<file path="config.mk">
export PLATFORM = sky130hd
export DESIGN_NAME = uart_rx
export DESIGN_NICKNAME = d
export VERILOG_FILES = /design/src/rtl/uart_pkg.sv /design/src/rtl/rx_data_sampler.sv /design/src/rtl/uart_rx.sv
export SDC_FILE = /design/constraint.sdc
export NUM_CORES = 1
export LEC_CHECK = 0
export CORE_ASPECT_RATIO = 1.4
export CORE_MARGIN = 2
export CORE_UTILIZATION = 25
export DETAILED_ROUTE_END_ITERATION = 12
export PLACE_DENSITY = 0.52
export RECOVER_POWER = 25
export SLEW_MARGIN = 20
export SYNTH_ARGS = -nofsm -noshare
export SYNTH_HDL_FRONTEND = slang
export SYNTH_SLANG_ARGS = --single-unit
</file>
<file path="constraint.sdc">
create_clock -name CLK -period 2.7 [get_ports CLK]
set_input_delay 0.405 -clock CLK [delete_from_list [all_inputs] [get_ports CLK]]
set_output_delay 0.405 -clock CLK [all_outputs]
set_load 0.005 [all_outputs]
</file>
<file path="src/rtl/uart_pkg.sv">
// Shared types and constants for the UART receive path.
package uart_pkg;

  typedef enum logic [2:0] {
    IDLE   = 3'd0,
    START  = 3'd1,
    DATA   = 3'd2,
    PARITY = 3'd3,
    STOP   = 3'd4
  } state_e;

  localparam int unsigned PRESCALE_MIN = 8;
  localparam int unsigned PRESCALE_MAX = 32;

  localparam logic PAR_EVEN = 1'b0;
  localparam logic PAR_ODD  = 1'b1;

endpackage

</file>
<file path="src/rtl/rx_data_sampler.sv">
// Per-bit edge counter and three-sample majority voter around the bit centre.
module rx_data_sampler #(
  parameter int unsigned PRESCALE_W = 6
) (
  input  logic                  CLK,
  input  logic                  RST,
  input  logic                  advance,
  input  logic                  active,
  input  logic [PRESCALE_W-1:0] prescale,
  input  logic                  rx_in,
  output logic                  sampled_bit,
  output logic                  bit_end
);

  logic [PRESCALE_W-1:0] edge_cnt;
  logic [PRESCALE_W-1:0] last_edge;
  logic [PRESCALE_W-1:0] mid_edge;
  logic [2:0]            samples;

  assign last_edge = prescale - PRESCALE_W'(1);
  assign mid_edge  = prescale >> 1;
  assign bit_end   = active && (edge_cnt == last_edge);

  // Edge counter: runs from the start-detect cycle, wraps at the bit end.
  always_ff @(posedge CLK) begin
    if (RST) begin
      edge_cnt <= '0;
    end else if (advance && !bit_end) begin
      edge_cnt <= edge_cnt + PRESCALE_W'(1);
    end else begin
      edge_cnt <= '0;
    end
  end

  always_ff @(posedge CLK) begin
    if (RST) begin
      samples <= '0;
    end else if (active) begin
      if (edge_cnt == mid_edge - PRESCALE_W'(1)) samples[0] <= rx_in;
      if (edge_cnt == mid_edge)                  samples[1] <= rx_in;
      if (edge_cnt == mid_edge + PRESCALE_W'(1)) samples[2] <= rx_in;
    end
  end

  assign sampled_bit = (samples[0] & samples[1]) |
                       (samples[0] & samples[2]) |
                       (samples[1] & samples[2]);

endmodule

</file>
<file path="src/rtl/uart_rx.sv">
// UART receiver: start detect with glitch reject, MSB-first deserializer,
// optional parity and stop check, one-cycle result pulses.
module uart_rx
  import uart_pkg::*;
#(
  parameter int unsigned WIDTH      = 8,
  parameter int unsigned PRESCALE_W = 6
) (
  input  logic                  CLK,
  input  logic                  RST,
  input  logic                  RX_IN,
  input  logic [PRESCALE_W-1:0] PRESCALE,
  input  logic                  PAR_EN,
  input  logic                  PAR_TYP,
  output logic [WIDTH-1:0]      P_DATA,
  output logic                  DATA_VALID,
  output logic                  PAR_ERR,
  output logic                  STP_ERR
);

  localparam int unsigned BIT_CNT_W = (WIDTH > 1) ? $clog2(WIDTH) : 1;

  state_e                state;
  state_e                next_state;
  logic                  start_det_c;
  logic                  shift_en_c;
  logic                  par_chk_c;
  logic                  frame_end_c;
  logic                  active;
  logic                  sampled_bit;
  logic                  bit_end;
  logic [PRESCALE_W-1:0] prescale_q;
  logic                  par_en_q;
  logic                  par_typ_q;
  logic [BIT_CNT_W-1:0]  bit_cnt;
  logic [WIDTH-1:0]      shift_q;
  logic                  par_fail;
  logic                  exp_par_c;
  logic                  stop_fail_c;
  logic                  last_bit_c;

  assign active      = (state != IDLE);
  assign last_bit_c  = (bit_cnt == BIT_CNT_W'(WIDTH - 1));
  assign exp_par_c   = (^shift_q) ^ (par_typ_q == PAR_ODD);
  assign stop_fail_c = !sampled_bit;

  rx_data_sampler #(
    .PRESCALE_W (PRESCALE_W)
  ) u_sampler (
    .CLK         (CLK),
    .RST         (RST),
    .advance     (active | start_det_c),
    .active      (active),
    .prescale    (prescale_q),
    .rx_in       (RX_IN),
    .sampled_bit (sampled_bit),
    .bit_end     (bit_end)
  );

  always_ff @(posedge CLK) begin
    if (RST) state <= IDLE;
    else     state <= next_state;
  end

  always_comb begin
    next_state = state;
    case (state)
      IDLE:    if (!RX_IN) next_state = START;
      START:   if (bit_end) next_state = sampled_bit ? IDLE : DATA;
      DATA:    if (bit_end && last_bit_c) next_state = par_en_q ? PARITY : STOP;
      PARITY:  if (bit_end) next_state = STOP;
      STOP:    if (bit_end) next_state = IDLE;
      default: next_state = IDLE;
    endcase
  end

  always_comb begin
    start_det_c = 1'b0;
    shift_en_c  = 1'b0;
    par_chk_c   = 1'b0;
    frame_end_c = 1'b0;
    case (state)
      IDLE:    start_det_c = !RX_IN;
      DATA:    shift_en_c  = bit_end;
      PARITY:  par_chk_c   = bit_end;
      STOP:    frame_end_c = bit_end;
      default: ;
    endcase
  end

  // Frame config latch, deserializer, and registered result pulses.
  always_ff @(posedge CLK) begin
    if (RST) begin
      prescale_q <= '0;
      par_en_q   <= 1'b0;
      par_typ_q  <= 1'b0;
      bit_cnt    <= '0;
      shift_q    <= '0;
      par_fail   <= 1'b0;
      P_DATA     <= '0;
      DATA_VALID <= 1'b0;
      PAR_ERR    <= 1'b0;
      STP_ERR    <= 1'b0;
    end else begin
      DATA_VALID <= 1'b0;
      PAR_ERR    <= 1'b0;
      STP_ERR    <= 1'b0;
      if (start_det_c) begin
        prescale_q <= PRESCALE;
        par_en_q   <= PAR_EN;
        par_typ_q  <= PAR_TYP;
        bit_cnt    <= '0;
        par_fail   <= 1'b0;
      end
      if (shift_en_c) begin
        shift_q <= {shift_q[WIDTH-2:0], sampled_bit};
        bit_cnt <= bit_cnt + BIT_CNT_W'(1);
      end
      if (par_chk_c) begin
        par_fail <= (sampled_bit != exp_par_c);
      end
      if (frame_end_c) begin
        if (!par_fail && !stop_fail_c) begin
          DATA_VALID <= 1'b1;
          P_DATA     <= shift_q;
        end else begin
          PAR_ERR <= par_fail;
          STP_ERR <= stop_fail_c;
        end
      end
    end
  end

endmodule

</file>
Word level (Yosys, flattened, before mapping)
Cells that the tools add are included.
{ "classes": {"n_addsub": 5, "mul": 0, "div_mod_pow": 0, "order_cmp": 0, "eq_ne": 15, "shift": 0, "mux": 17, "bitwise_logic": 9, "n_reduce_logical": 21} }
{ "ops": {"columns": ["operator", "n"], "rows": [
  ["3-bit 2-to-1 mux", 8],
  ["6-bit equality test", 3],
  ["3-bit one-hot mux with 5 select lines", 1],
  ["2-bit != test, second input constant", 5],
  ["2-bit AND reduction", 4],
  ["8-bit parity", 1],
  ["1-bit 2-to-1 mux", 7],
  ["5-bit by 1-bit adder with 6-bit output, second input constant", 1],
  ["6-bit by 1-bit adder with 6-bit output, second input constant", 1],
  ["3-bit by 2-bit equality test with 1-bit output, second input constant", 2],
  ["3-bit equality test, second input constant", 2],
  ["6-bit by 5-bit equality test with 1-bit output", 1],
  ["5-bit by 1-bit subtractor with 6-bit output, second input constant", 1],
  ["6-bit by 1-bit subtractor with 6-bit output, second input constant", 1],
  ["5-bit AND reduction", 1],
  ["1-bit logical AND", 4],
  ["1-bit logical NOT", 4],
  ["2-bit nonzero test", 2],
  ["2-bit OR reduction", 2],
  ["3-bit by 1-bit adder with 3-bit output, second input constant", 1],
  ["1-bit bitwise AND", 3],
  ["3-bit by 1-bit equality test with 1-bit output, second input constant", 1],
  ["3-bit logical NOT", 1],
  ["1-bit OR", 3],
  ["6 further kinds", 7]
]} }
{ "totals": {"register_bits": 43, "latch_bits": 0, "ram_bits": 0, "romBits": 0, "inputBits": 11, "out_inout_bits": 11, "wordCells": 82, "n_memories": 0} }

Depth between registers and ports, before layout
{ "logic_depth": {"ltp_word": 7, "mapped_depth": 9, "ltp_nobuf": 7} }

Hierarchy
Synthesis repeated with hierarchy kept, for this count alone.
{ "hier_totals": {"hier_cells": 269, "area_unflattened_um2": 2319.7} }
{ "by_module_without_submodules": {"columns": ["mod", "instances", "cells_each", "area_each_um2", "seq_area_each_um2"], "rows": [
  ["uart_rx", 1, 166, 1460.2, 680.7],
  ["rx_data_sampler", 1, 103, 859.6, 180.2]
]} }

Worst setup path after synthesis
No wires, ideal clock.
{ "synth_timing": {"path_kind": "flip-flop to flip-flop", "start": "register prescale_q[1]", "end": "register P_DATA[0]", "setup_time_ns": 0.119, "arrival_ns": 2.154, "required_ns": 2.581, "setup_slack_ns": 0.427, "stages_incl_launch_ff": 9, "n_path_buf": 1, "synth_period_minus_slack_ns": 2.273, "cell_sequence": "dfxtp_1 -> inv_1 -> ha_1 -> and2_1 -> o21a_1 -> o31a_1 -> or4_1 -> buf_6 -> mux2i_1"} }
{ "synth_via": {"elab_chain_cells": 5} }
{ "synth_rtl": {"columns": ["item", "line", "text"], "rows": [
  ["start: declaration", "uart_rx.sv:32", "logic [PRESCALE_W-1:0] prescale_q;"],
  ["start signal: assignment", "uart_rx.sv:94", "prescale_q <= '0;"],
  ["start signal: assignment", "uart_rx.sv:109", "prescale_q <= PRESCALE;"],
  ["6-bit by 1-bit subtractor with 6-bit output", "rx_data_sampler.sv:20", "assign last_edge = prescale - PRESCALE_W'(1);"],
  ["6-bit equality test", "rx_data_sampler.sv:22", "assign bit_end = active && (edge_cnt == last_edge);"],
  ["1-bit logical AND", "rx_data_sampler.sv:22", null],
  ["1-bit 2-to-1 mux", "uart_rx.sv:82", "case (state)"],
  ["2-bit AND reduction (no source line)", null, null],
  ["end signal: assignment", "uart_rx.sv:125", "P_DATA <= shift_q;"],
  ["end: declaration", "uart_rx.sv:15", "output logic [WIDTH-1:0] P_DATA,"]
]} }
Every way passes these cells.
A chain may end at the register's enable or synchronous reset.

Final worst setup path
{ "layout_timing": {"start": "register prescale_q[1]", "end": "register P_DATA[5]"} }
Same word-level chain as after synthesis.

==> flow_metrics.py <==
metrics = {
    "critical_path": {
        "rr_worst_depth": 7,
        "endpoint_kind": "register",
        "cp_max_fo": 8,
        "regToRegSetupSlack_ns": 0.29,
        "required_ns": 2.85,
        "cp-startpoint": "prescale_q[1]$_SDFFE_PP0P_",
        "crit_end": "P_DATA[5]$_SDFFE_PP0P_",
        "worstPathArrival_ns": 2.56,
        "r2r-start": "prescale_q[1]$_SDFFE_PP0P_",
        "critPathKind": "reg -> reg",
        "r2r-end": "P_DATA[5]$_SDFFE_PP0P_",
        "cp-start-kind": "register",
    },
    "detailed_routing": {
        "drtIter0Drc": 78,
        "routedWlPerCell_um": 13.5,
        "vias": 1924,
        "ant_nets": 0,
        "drc": 0,
        "first_pass_iters": 4,
        "routed_via_density": 4.82,
        "drt-total-wl_um": 5400,
    },
    "synth": {
        "synth_edf_count": 0,
        "yosysSeqAreaShare_pct": 35.9,
        "async_reset_ff_share_pct": 0,
        "synthesis.nets": 284,
        "synth.distinct_cells": 47,
        "synthCells": 266,
        "netlist_area_mm2": 0.00240,
        "synth-seq-cells": 43,
        "syn_area_per_cell_um2": 9.02,
        "ys.flop_type": "dfxtp_1",
        "yosysWarnings": 0,
    },
    "clock_tree": {
        "hold_buffers": 0,
        "cts_sinks": 43,
        "cts_max_level": 2,
        "clkTransAtPathRegs_ns": 0.06,
        "cts_tree": "built",
        "clk_latency_ns": 0.28,
        "cts_root_buf": "clkbuf_16",
        "post_cts_resized": 0,
        "post_cts_buffers": 0,
        "cts_buffers": 5,
        "clockBufferDepth": 2,
    },
    "sta": {
        "max_freq_ghz": 0.414,
        "rsz0062_at_grt": "no",
        "period_share_pct": 89.4,
        "setup_tns_ns": 0,
        "fin_ws_ns": 0.287,
        "slew_viol_final": 0,
        "finalClockSkew_ns": 0.00222,
        "setup_violations": 0,
        "slew_headroom_pct": 67.0,
        "worst_pin_slew_ns": 0.491,
        "min_period_ns": 2.41,
        "hold_viol": 0,
    },
    "final_layout": {
        "layout.cells.non_filler": 399,
        "fin_area_mm2": 0.00287,
        "insertedDiodeCount": 0,
        "drive_above_1_share_pct": 7.96,
        "layout.nets": 306,
        "syn2layout_area_growth_pct": 19.7,
    },
    "hold_path": {
        "min_path_type": "reg -> reg",
        "holdPathStages": 2,
    },
    "pwr": {
        "leakage_nw": 1.16,
        "worst_ir_drop_vdd_mv": 0.333,
        "p_per_area_mw_per_mm2": 727,
    },
    "floorplan": {
        "coreArea_mm2": 0.00941,
        "initial_core_util_pct": 25.5,
        "die_x_um": 86.8,
        "num_rows": 42,
        "die_y_um": 120,
        "dieArea_mm2": 0.0104,
        "ioPinCount": 22,
    },
    "global_routing": {
        "grt_max_degree": 32,
        "antenna_found_initial": 0,
        "grt_overflow": 0,
        "grt_pass1_wl_um": 9310,
        "grt_usage_pct": 11.1,
        "grt_pass1_vias": 1948,
    },
    "placement": {
        "hpwl_um": 4070,
        "dp_cells": 391,
        "place_area_mm2": 0.00274,
        "place_ws_ns": 0.283,
        "portBuffers": 21,
        "gp_congestion": 0.823,
    },
    "status": {
        "outcome": "finished, final reports clean",
    },
    "run": {
        "drv_cap": 0,
    },
}
## sequential cells by signal (all words and copies together) (netlist names), 3 cells and up
name and count:
P_DATA 8, bit_cnt 3, prescale_q 6, shift_q 8, state 3, u_sampler.edge_cnt 6
u_sampler.samples 3
## cells in the mapped netlist, types with 2 or more instances
| cell | count | share of area [%] |
|---|---|---|
| dfxtp_1 | 43 | 36 |
| nand2_1 | 26 | 4.1 |
| nand2b_1 | 26 | 6.8 |
| mux2i_1 | 23 | 9.6 |
| xor2_1 | 15 | 5.5 |
| a21oi_1 | 14 | 2.9 |
| nor2_1 | 13 | 2.0 |
| xnor2_1 | 13 | 4.7 |
| clkbuf_1 | 10 | 1.6 |
| a211oi_1 | 8 | 2.5 |
| ha_1 | 7 | 3.6 |
| nand3_1 | 6 | 1.3 |
| inv_1 | 4 | 0.63 |
| nor3_1 | 4 | 0.83 |
| nor4_1 | 4 | 1.0 |
| buf_2 | 3 | 0.63 |
| buf_6 | 3 | 1.4 |
| nand3b_1 | 3 | 0.94 |
| nor3b_1 | 3 | 0.94 |
| o21ai_0 | 3 | 0.63 |
| or3_1 | 3 | 0.78 |
| and2_1 | 2 | 0.52 |
| nand4_1 | 2 | 0.52 |
| nor2b_1 | 2 | 0.52 |
| nor4b_1 | 2 | 0.73 |
| o21a_1 | 2 | 0.63 |
| o31ai_1 | 2 | 0.63 |
## report_power, final
part / switching [W] / internal, W
clock network: 0.000221 / 0.000341
registers: 0.000111 / 0.000699
logic: 0.000410 / 0.000306
## layer usage
layer / up-vias / part of all wire [%] / track usage [%]
met1: 910 / 43 / 13.3
met5: - / 0 / 0
met2: 34 / 52 / 18.9
met3: 13 / 2.7 / 2.06
met4: 0 / 2.8 / 5.18
li1: 967 / - / -
## cells by family after synthesis
family          Yosys count  share of synthesized area (%)
xor+xnor                 29                           11.2
simple gates            102                           22.9
buf+inv                  21                           4.54
flops                    43                           35.9
mux                      24                           10.1
compound gates           39                           11.4
fa+ha+maj                 8                           4.07
## worst min path at each step
stage	from	endpoint	slack, ns
5_1_grt	par_en_q$_SDFFE_PP0P_	par_en_q$_SDFFE_PP0P_	0.50
3_5_place_dp	par_en_q$_SDFFE_PP0P_	par_en_q$_SDFFE_PP0P_	0.45
4_1_cts	par_en_q$_SDFFE_PP0P_	par_en_q$_SDFFE_PP0P_	0.46
6_report	par_en_q$_SDFFE_PP0P_	par_en_q$_SDFFE_PP0P_	0.46
3_3_place_gp	par_en_q$_SDFFE_PP0P_	par_en_q$_SDFFE_PP0P_	0.45
2_1_floorplan	par_en_q$_SDFFE_PP0P_	par_en_q$_SDFFE_PP0P_	0.44
## cell usage in the layout, fill, tap and decap left out, types with 2 or more instances in the layout
master           netlist  final
dfxtp_1               43     43
nor2_1                13     13
o31ai_1                2      2
or3_1                  3      3
clkdlybuf4s50_1        0     10
nand2b_1              26     26
nand4_1                2      2
o21a_1                 2      2
o21ai_0                3      3
ha_1                   7      7
buf_4                  1      9
a21oi_1               14     14
inv_1                  4      4
and2_1                 2      2
mux2i_1               23     23
nand3b_1               3      3
nor3_1                 4      3
nand3_1                6      6
a211oi_1               8      8
nand2_1               26     26
clkbuf_16              0      5
nor2b_1                2      2
dlygate4sd3_1          0     11
clkbuf_1              10      4
xor2_1                15     15
nor4_1                 4      4
nor3b_1                3      3
xnor2_1               13     13
nor4b_1                2      2
## stage by stage
step,util [%],hold slack (ns),power [W]
after global placement,29.1,0.445,0.00155
final,30.5,0.456,0.00209
after detailed placement,29.1,0.448,0.00155
after floorplan,-,0.436,0.00134
after CTS,30.6,0.455,0.00212
after global routing,30.5,0.501,0.00224
## layout make-up
type	count	area, um2
Sequential cell	43	861
Timing Repair Buffer	32	285
Multi-Input combinational cell	202	1440
Clock buffer	7	133
Tap cell	110	138
Clock inverter	1	5.00
Fill cell	983	6540
Inverter	4	15.0
## critical path, cell delays in order (launching register included)
cell and delay, ns:
dfxtp_1 0.32, inv_1 0.07, ha_1 0.20, and2_1 0.18, o21a_1 0.20, o31a_1 0.31
or4_1 0.80, mux2i_1 0.20
Note: power is estimated with default switching activity, not from simulation.
